==> src/rtl/accel_pair_feeder.sv <==
// accel_pair_feeder
//   Issue stage for the getAccl gravity pipeline. Holds a host-loaded table of
//   NBODIES bodies (x, y, m as IEEE-754 double bits). On start it streams every
//   ordered pair (i, j), i != j, into getAccl at one pair per cycle. A tag delay
//   line matched to getAccl's latency flags the valid results, their target body
//   and the last term per body.
//
// Ports
//   clk, rst                 clock (rising edge), async active-low reset
//   wr_en/wr_addr/wr_x/y/m   body table write (dropped while busy)
//   start                    begin a pass (ignored while busy)
//   busy, done               pass in progress / one-cycle end-of-pass pulse
//   x1, y1                   target body i to getAccl
//   x2, y2, m2               source body j to getAccl
//   issue_valid              x1..m2 hold a real pair
//   res_valid/res_idx/res_last  tags aligned to getAccl ax/ay
module accel_pair_feeder #(
    parameter int NBODIES = 4,
    parameter int IDX_W   = $clog2(NBODIES),
    parameter int LATENCY = 122
) (
    input  logic             clk,
    input  logic             rst,
    input  logic             wr_en,
    input  logic [IDX_W-1:0] wr_addr,
    input  logic [63:0]      wr_x,
    input  logic [63:0]      wr_y,
    input  logic [63:0]      wr_m,
    input  logic             start,
    output logic             busy,
    output logic             done,
    output logic [63:0]      x1,
    output logic [63:0]      y1,
    output logic [63:0]      x2,
    output logic [63:0]      y2,
    output logic [63:0]      m2,
    output logic             issue_valid,
    output logic             res_valid,
    output logic [IDX_W-1:0] res_idx,
    output logic             res_last
);

    localparam int CNT_W = $clog2(LATENCY + 1);
    localparam logic [IDX_W-1:0] LAST_IDX = IDX_W'(NBODIES - 1);

    typedef struct packed {
        logic [63:0] x;
        logic [63:0] y;
        logic [63:0] m;
    } body_t;

    typedef struct packed {
        logic             vld;
        logic [IDX_W-1:0] idx;
        logic             last;
    } tag_t;

    typedef enum logic [1:0] {IDLE, ISSUE, DRAIN} state_t;

    body_t            tbl [NBODIES];
    state_t           state;
    logic [IDX_W-1:0] i_q, j_q;
    logic [CNT_W-1:0] cnt;
    logic [IDX_W-1:0] tag_idx;
    logic             tag_last;
    tag_t             tag_pipe [LATENCY];

    // Body table: deliberately outside reset so a mid-pass reset keeps the data.
    always_ff @(posedge clk) begin
        if (wr_en && !busy)
            tbl[wr_addr] <= '{x: wr_x, y: wr_y, m: wr_m};
    end

    // Pair sequencing: step j over all indices except i; on wrap move to i+1.
    logic [IDX_W:0]   j_inc;
    logic [IDX_W-1:0] i_nxt, j_nxt;
    logic             pair_last, pass_end;

    always_comb begin
        j_inc = {1'b0, j_q} + 1'b1;
        if (j_inc == {1'b0, i_q})
            j_inc = j_inc + 1'b1;
        pair_last = (j_inc >= (IDX_W + 1)'(NBODIES));
        pass_end  = pair_last && (i_q == LAST_IDX);
        if (pair_last) begin
            // the next i is always >= 1, so its first source index is 0
            i_nxt = i_q + 1'b1;
            j_nxt = '0;
        end else begin
            i_nxt = i_q;
            j_nxt = j_inc[IDX_W-1:0];
        end
    end

    always_ff @(posedge clk or negedge rst) begin
        if (!rst) begin
            state       <= IDLE;
            i_q         <= '0;
            j_q         <= '0;
            cnt         <= '0;
            busy        <= 1'b0;
            done        <= 1'b0;
            x1          <= '0;
            y1          <= '0;
            x2          <= '0;
            y2          <= '0;
            m2          <= '0;
            issue_valid <= 1'b0;
            tag_idx     <= '0;
            tag_last    <= 1'b0;
        end else begin
            // outside ISSUE the operands are +0.0, so m2 = 0 gives zero force
            done        <= 1'b0;
            x1          <= '0;
            y1          <= '0;
            x2          <= '0;
            y2          <= '0;
            m2          <= '0;
            issue_valid <= 1'b0;
            tag_idx     <= '0;
            tag_last    <= 1'b0;
            case (state)
                IDLE: begin
                    if (start) begin
                        state <= ISSUE;
                        busy  <= 1'b1;
                        i_q   <= '0;
                        j_q   <= IDX_W'(1);
                    end
                end
                ISSUE: begin
                    x1          <= tbl[i_q].x;
                    y1          <= tbl[i_q].y;
                    x2          <= tbl[j_q].x;
                    y2          <= tbl[j_q].y;
                    m2          <= tbl[j_q].m;
                    issue_valid <= 1'b1;
                    tag_idx     <= i_q;
                    tag_last    <= pair_last;
                    if (pass_end) begin
                        state <= DRAIN;
                        cnt   <= '0;
                    end else begin
                        i_q <= i_nxt;
                        j_q <= j_nxt;
                    end
                end
                DRAIN: begin
                    // LATENCY+1 drain edges: the final tag leaves the line on the last one
                    if (cnt == CNT_W'(LATENCY)) begin
                        state <= IDLE;
                        busy  <= 1'b0;
                        done  <= 1'b1;
                    end else begin
                        cnt <= cnt + 1'b1;
                    end
                end
                default: state <= IDLE;
            endcase
        end
    end

    // Tag delay line, fed from the registered issue outputs.
    always_ff @(posedge clk or negedge rst) begin
        if (!rst) begin
            for (int k = 0; k < LATENCY; k++)
                tag_pipe[k] <= '0;
        end else begin
            tag_pipe[0] <= '{vld: issue_valid, idx: tag_idx, last: tag_last};
            for (int k = 1; k < LATENCY; k++)
                tag_pipe[k] <= tag_pipe[k-1];
        end
    end

    assign res_valid = tag_pipe[LATENCY-1].vld;
    assign res_idx   = tag_pipe[LATENCY-1].idx;
    assign res_last  = tag_pipe[LATENCY-1].last;

endmodule

==> config.mk <==
export PLATFORM = sky130hd
export DESIGN_NAME = accel_pair_feeder
export DESIGN_NICKNAME = d
export VERILOG_FILES = /design/src/rtl/accel_pair_feeder.sv
export SDC_FILE = /design/constraint.sdc
export NUM_CORES = 1
export LEC_CHECK = 0
export ABC_CLOCK_PERIOD_IN_PS = 51200
export CAP_MARGIN = 10
export CELL_PAD_IN_SITES_DETAIL_PLACEMENT = 0
export CELL_PAD_IN_SITES_GLOBAL_PLACEMENT = 1
export CORE_UTILIZATION = 53
export CTS_BUF_LIST = sky130_fd_sc_hd__clkbuf_16
export CTS_CLUSTER_DIAMETER = 150
export DETAILED_ROUTE_END_ITERATION = 10
export PLACE_DENSITY_LB_ADDON = 0.1
export SYNTH_ARGS = -nofsm -noshare
export SYNTH_HDL_FRONTEND = slang
export SYNTH_SLANG_ARGS = --single-unit
==> constraint.sdc <==
create_clock -name clk -period 51.2 [get_ports clk]
set_input_delay 10.24 -clock clk [delete_from_list [all_inputs] [get_ports clk]]
set_output_delay 10.24 -clock clk [all_outputs]
set_load 0.05 [all_outputs]
==> summary.md, run 1 <==
| Metric | Value |
|---|---|
| Hold Startpoint | tag_pipe[160]$_DFF_PN0_ |
| Distinct cells, synth | 43 |
| First-pass GRT wire length | 167000 um |
| Setup CP Type | in2reg |
| ANT nets after route | 0 |
| Synth Flop Type | dfrtp_1 |
| Relative max-transition margin | 0.162 |
| Largest net degree at the start of global routing | 187 |
| Cts hold-fix bufs | 0 |
| Sequential fraction of the synthesis area | 0.809 |
| Post-DP Area | 60900 um2 |
| Fmax | 76.6 MHz |
| Hold WS | 0.332 ns |
| Starting DRC count in detailed routing | 1529 |
| Synth top cells by count | dfrtp_1 (827), edfxtp_1 (768), nor2b_1 (322) |
| Final #Nets | 3243 |
| Final GP Congestion | 0.785 |
| Pre-CTS WS | 37.36 ns |
| Die height | 321 um |
| Tightest Hold Check Type | reg2reg |
| RSZ-0062 raised after global routing | false |
| Top cells by area, synth | edfxtp_1 (43%), dfrtp_1 (38%), mux4_2 (13%) |
| Syn Inst Count | 2435 |
| Synth Cell Area | 54100 um2 |
| Crit path capture | tbl[2][154]$_DFFE_PP_ |
| Area share of the largest cell type after synthesis | 0.427 |
| Syn. warnings | 0 |
| CTS max path bufs | 3 |
| Count leader, synth | dfrtp_1 |
| CTS buffer count | 157 |
| Initial cell density of the core | 0.537 |
| Num rows | 116 |
| Leak pwr | 25.3 nW |
| Yosys reg bits | 1595 |
| Placed cell count | 4238 |
| CTS tree | built |
| Antenna violations before repair | 16 |
| Measured slew at the worst slew-check pin | 1.26 ns |
| GRT Total Usage | 0.219 |
| Top cell type by total area after synthesis | edfxtp_1 |
| Worst-Skew Late Latency | 0.75 ns |
| Final Util | 0.658 |
| Top cell by count, worst path | buf_4 |
| WL final | 109000 um |
| Critical Path AT | 13.42 ns |
| Slew Viols, Final | 0 |
| Root Buffer | clkbuf_16 |
| Final Critical Period | 13.06 ns |
| Vias | 24520 |
| Power per cell area | 62.5 nW/um2 |
| CP Capture Type | flop |
| Syn nets | 2638 |
| Resized Gates After CTS | 0 |
| Number of buffers and inverters on the critical path | 4 |
| Top Ports | 525 |
| 1st-pass router iterations | 5 |
| Setup Skew | 0.0261 ns |
| CP max stage delay | 0.76 ns |
| Syn_area_per_cell | 22.2 um2 |
| EDFF count, synth | 768 |
| Syn-to-layout area delta | 22.4% |
| Post-CTS setup buffers | 0 |
| Final period util | 0.255 |
| Finished Layout Cells | 4539 |
| # DRC | 0 |
| Clock Sinks | 1595 |
| Crit-path leading delay family | buffers and inverters |
| Final total power | 4.13 mW |
| Total negative slack | 0 ns |
| Final WS setup | 38.14 ns |
| Slowest-stage cell, CP | buf_4 |
| Reg-to-reg endpoint | x2[8]$_DFF_PN0_ |
| Share of cells above drive strength 1 | 0.190 |
| Critical Path RT | 51.57 ns |
| HPWL after DPL | 63000 um |
| Reg2reg setup slack | 46.70 ns |
| Critical path depth | 5 |
| Full die area | 103000 um2 |
| Worst r2r src | j_q[0]$_DFFE_PN0P_ |
| CP Max Fanout | 58 |
| Core box area | 101000 um2 |
| MaxCap Viol Count | 0 |
| Clk pin slew, worst setup/hold paths | 0.06 ns |
| Avg Vias per Cell | 5.40 |
| H-tree Lvls | 4 |
| Outcome | complete, no violations |
| Post-route cell area | 66200 um2 |
| Chip width | 321 um |
| Grt total ovfl | 0 |
| Vias in the first global route | 27440 |
| CP Launch Type | primary input |
| Setup crit start | wr_addr[1] |
| Crit-path cells | clkdlybuf4s50_1 > nor4bb_4 > buf_4 > buf_4 > buf_4 |
| FF-to-FF path depth | 5 |
| Port Buffers | 524 |
| Setup violations, final | 0 |
| Final Hold Viols | 0 |
| Filler Cells Inserted | 6607 |
| Worst VDD drop | 52.3 uV |
| Ys async rst share | 0.518 |
| WL/cell | 24.0 um |
==> registers in the layout, indices dropped and copies added, names as in the netlist <==
name / count
res_valid: 1
done: 1
y2: 64
issue_valid: 1
cnt: 7
x1: 64
i_q: 2
x2: 64
tag_pipe: 484
y1: 64
state: 2
m2: 64
busy: 1
tag_last: 1
res_last: 1
tbl: 768
tag_idx: 2
res_idx: 2
j_q: 2
==> layer usage <==
layer / vias up / GRT usage / share of wire
li1: 10432 / - / -
met1: 13204 / 0.276 / 0.39
met2: 667 / 0.369 / 0.52
met3: 203 / 0.0565 / 0.062
met4: 14 / 0.0793 / 0.027
met5: - / 0 / 0.00094
==> worst min path at each step <==
stage | to | slack (ns) | cells past startpoint
detailed placement | tag_pipe[124]$_DFF_PN0_ | 0.33 | 0
CTS | tag_pipe[34]$_DFF_PN0_ | 0.33 | 0
global route | tag_pipe[34]$_DFF_PN0_ | 0.34 | 0
floorplan | res_idx[0]$_DFF_PN0_ | 0.33 | 0
global placement | tag_pipe[11]$_DFF_PN0_ | 0.33 | 0
finish | tag_pipe[156]$_DFF_PN0_ | 0.33 | 0
==> power breakdown <==
group | internal [mW] | total (mW) | switching (mW)
Sequential | 1.53 | 1.64 | 0.102
Clock | 0.678 | 1.15 | 0.476
Combinational | 0.512 | 1.34 | 0.829
==> final cells by class <==
| type | instances | area (um2) | area share |
|---|---|---|---|
| Timing Repair Buffer | 559 | 5560 | 0.0841 |
| Clock inverter | 127 | 1170 | 0.0176 |
| Tap cell | 1357 | 1700 | 0.0257 |
| Antenna cell | 10 | 25.0 | 0.000378 |
| Inverter | 12 | 45.0 | 0.000681 |
| Clock buffer | 164 | 4100 | 0.0620 |
| Sequential cell | 1595 | 43800 | 0.662 |
| Multi-Input combinational cell | 715 | 9780 | 0.148 |
==> worst register-to-register path: cells and delay by family (launching register included) <==
kind,cells,cell delay [ns]
and+or+nand+nor,1,0.17
DFF,1,0.91
muxes,1,0.64
buffers and inverters,3,2.58
==> cell usage in the layout, fill, tap and decap left out, types with 3 or more instances in the layout <==
master	count
inv_2	5
clkbuf_16	164
clkinv_2	26
o21ai_1	5
ha_1	5
o211ai_1	3
nor2b_1	322
clkinv_8	6
nor2_1	3
clkinv_1	32
inv_6	6
nand3_1	5
xnor2_1	3
diode_2	10
mux4_2	320
nand2_1	9
buf_12	4
bufinv_16	19
inv_1	37
clkdlybuf4s50_1	523
dfrtp_4	4
buf_4	31
dfrtp_1	823
a21oi_1	5
clkinvlp_4	6
edfxtp_1	768
o31a_1	3
==> kinds of logic after synthesis <==
family	count (synthesis)	share of synthesized area
DFF	1595	0.809
buffers and inverters	125	0.0105
xor gates and xnor gates	3	0.000486
adders and majority gates	5	0.00116
and+or+nand+nor	357	0.0410
AOI/OAI and AO/OA	28	0.00368
muxes	322	0.134
Power figures use the tool's default switching activity.
==> run 2: changes to the inputs <==
--- a/config.mk
+++ b/config.mk
@@ -5,11 +5,11 @@
 export SDC_FILE = /design/constraint.sdc
 export NUM_CORES = 1
 export LEC_CHECK = 0
-export ABC_CLOCK_PERIOD_IN_PS = 51200
+export ABC_CLOCK_PERIOD_IN_PS = 12500
 export CAP_MARGIN = 10
 export CELL_PAD_IN_SITES_DETAIL_PLACEMENT = 0
 export CELL_PAD_IN_SITES_GLOBAL_PLACEMENT = 1
-export CORE_UTILIZATION = 53
+export CORE_UTILIZATION = 50
 export CTS_BUF_LIST = sky130_fd_sc_hd__clkbuf_16
 export CTS_CLUSTER_DIAMETER = 150
 export DETAILED_ROUTE_END_ITERATION = 10
==> constraint.sdc (replaced) <==
create_clock -name clk -period 12.5 [get_ports clk]
set_input_delay 2.5 -clock clk [delete_from_list [all_inputs] [get_ports clk]]
set_output_delay 2.5 -clock clk [all_outputs]
set_load 0.05 [all_outputs]
==> run 2 against run 1 <==
  * Via count shrank 0.75%
  * Clock power increased to 3.9 times the previous value
  * Total power grew to 4.0 times the previous value
  * Die area grew 6.0%
  * Sequential cell count did not move
  * Global-route usage decreased by 1.5 points
  * Worst hold slack improved by 0.0030 ns
  * Register-to-register slack worse by 38 ns
  * Sequential share of layout area is 0.18 points higher
  * First-iteration DRC count is 4.9% lower
  * Critical path type unchanged
  * Highest routed layer unchanged
==> summary.md, run 2 (synthesis results as in run 1) <==
| Metric | Value |
|---|---|
| Reg2reg setup slack | 8.73 ns |
| Full die area | 109000 um2 |
| Clock Sinks | 1595 |
| Vias in the first global route | 26785 |
| Port Buffers | 524 |
| Largest net degree at the start of global routing | 201 |
| Grt total ovfl | 0 |
| Post-DP Area | 60900 um2 |
| Share of cells above drive strength 1 | 0.188 |
| Power per cell area | 253 nW/um2 |
| Finished Layout Cells | 4583 |
| Vias | 24337 |
| Setup crit start | wr_addr[0] |
| Worst VDD drop | 209 uV |
| CTS tree | built |
| Leading registers by flop count | tbl (768), tag_pipe (484) |
| Clk pin slew, worst setup/hold paths | 0.06 ns |
| ANT nets after route | 0 |
| Setup violations, final | 0 |
| Final period util | 0.386 |
| Final Hold Viols | 0 |
| Post-CTS setup buffers | 0 |
| Hold WS | 0.335 ns |
| RSZ-0062 raised after global routing | false |
| Initial cell density of the core | 0.505 |
| Max FFs per register | 768 |
| Reg power frac | 0.403 |
| Leak pwr | 25.3 nW |
| Measured slew at the worst slew-check pin | 1.17 ns |
| Clk pwr share | 0.270 |
| Internal power | 11.0 mW |
| Final GP Congestion | 0.762 |
| Switching pwr | 5.74 mW |
| Tightest Hold Check Type | reg2reg |
| Syn-to-layout area delta | 22.0% |
| Comb power frac | 0.327 |
| Post-route cell area | 66000 um2 |
| H-tree Lvls | 4 |
| Root Buffer | clkbuf_16 |
| CP Launch Type | primary input |
| CP Max Fanout | 124 |
| Antenna violations before repair | 24 |
| Placed cell count | 4278 |
| Filler Cells Inserted | 7442 |
| Reg-to-reg endpoint | x2[35]$_DFF_PN0_ |
| Resized Gates After CTS | 0 |
| Starting DRC count in detailed routing | 1454 |
| Avg Vias per Cell | 5.31 |
| Switch share | 0.344 |
| Commonest cells after routing, fill and taps aside | dfrtp_1 (823), edfxtp_1 (768), clkdlybuf4s50_1 (523) |
| WL/cell | 23.7 um |
| Total negative slack | 0 ns |
| Die height | 331 um |
| Reg with most FFs | tbl |
| CP Capture Type | flop |
| Critical Path RT | 12.86 ns |
| Final #Nets | 3239 |
| Critical Path AT | 5.19 ns |
| Crit path capture | tbl[1][22]$_DFFE_PP_ |
| 1st-pass router iterations | 5 |
| Outcome | complete, no violations |
| Chip width | 331 um |
| Commonest non-fill, non-tap cell in the layout | dfrtp_1 |
| Final Critical Period | 4.83 ns |
| CTS buffer count | 159 |
| Cts hold-fix bufs | 0 |
| Slew Viols, Final | 0 |
| HPWL after DPL | 61200 um |
| Num rows | 120 |
| FF-to-FF path depth | 4 |
| MaxCap Viol Count | 0 |
| Core box area | 107000 um2 |
| Final total power | 16.7 mW |
| Setup CP Type | in2reg |
| Fmax | 207 MHz |
| GRT Total Usage | 0.204 |
| # DRC | 0 |
| Setup Skew | 0.0201 ns |
| Top Ports | 525 |
| First-pass GRT wire length | 163000 um |
| Worst r2r src | j_q[0]$_DFFE_PN0P_ |
| Worst-Skew Late Latency | 0.75 ns |
| Relative max-transition margin | 0.219 |
| CTS max path bufs | 3 |
| WL final | 108000 um |
## run 2: cell count changes in the layout (fill, tap and decap cells not counted), moves of 3 or more
cell	change
clkinvlp_4	-3
clkinv_2	+10
diode_2	-3
clkinv_1	-5
buf_4	-10
buf_12	+4
bufinv_16	-11
inv_1	+13
## run 2: layer usage
metal  up-vias  wire length, um  track usage
li1      10415                -            -
met1     13039            43100        0.261
met2       626            54800        0.335
met3       219             7670       0.0621
met4        38             2670       0.0668
met5         -              263            0
## run 2: worst min-delay path by stage
| stage | depth (start not counted) | from | end |
|---|---|---|---|
| final | 0 | tag_pipe[127]$_DFF_PN0_ | tag_pipe[123]$_DFF_PN0_ |
| after global placement | 0 | tag_pipe[305]$_DFF_PN0_ | tag_pipe[301]$_DFF_PN0_ |
| after CTS | 0 | tag_pipe[127]$_DFF_PN0_ | tag_pipe[123]$_DFF_PN0_ |
| after floorplan | 0 | tag_pipe[5]$_DFF_PN0_ | res_idx[0]$_DFF_PN0_ |
| after global routing | 0 | tag_pipe[200]$_DFF_PN0_ | tag_pipe[196]$_DFF_PN0_ |
| after detailed placement | 0 | tag_pipe[159]$_DFF_PN0_ | tag_pipe[155]$_DFF_PN0_ |
## run 2: critical path, stage by stage
cell and delay, ns:
clkdlybuf4s50_1 0.62, nor4bb_4 0.31, buf_12 0.63, buf_4 0.96
## run 2: final cells by class
cell class              count  area (um2)  share of cell area
inverters                  12        45.0            0.000683
clock inverters           133         898              0.0136
multi-input cells         715        9790               0.148
diodes                      7        17.5            0.000266
repair buffers            553        5570              0.0844
flip-flops and latches   1595       43800               0.663
well taps                1403        1760              0.0266
clock buffers             165        4130              0.0626
## run 2: stage by stage
stage               setup slack [ns]  utilization
floorplan                       3.36            -
global placement                6.84        0.569
detailed placement              6.87        0.569
CTS                             7.69        0.616
global route                    7.58        0.616
finish                          7.67        0.616
## run 2: power by group through the flow
| stage | logic, mW | clock network [mW] | registers, mW |
|---|---|---|---|
| after floorplan | 1.95 | 0 | 8.46 |
| after global placement | 5.51 | 0 | 6.84 |
| after detailed placement | 5.53 | 0 | 6.83 |
| after CTS | 5.56 | 4.63 | 6.76 |
| after global routing | 5.76 | 4.83 | 6.80 |
| final | 5.46 | 4.50 | 6.72 |
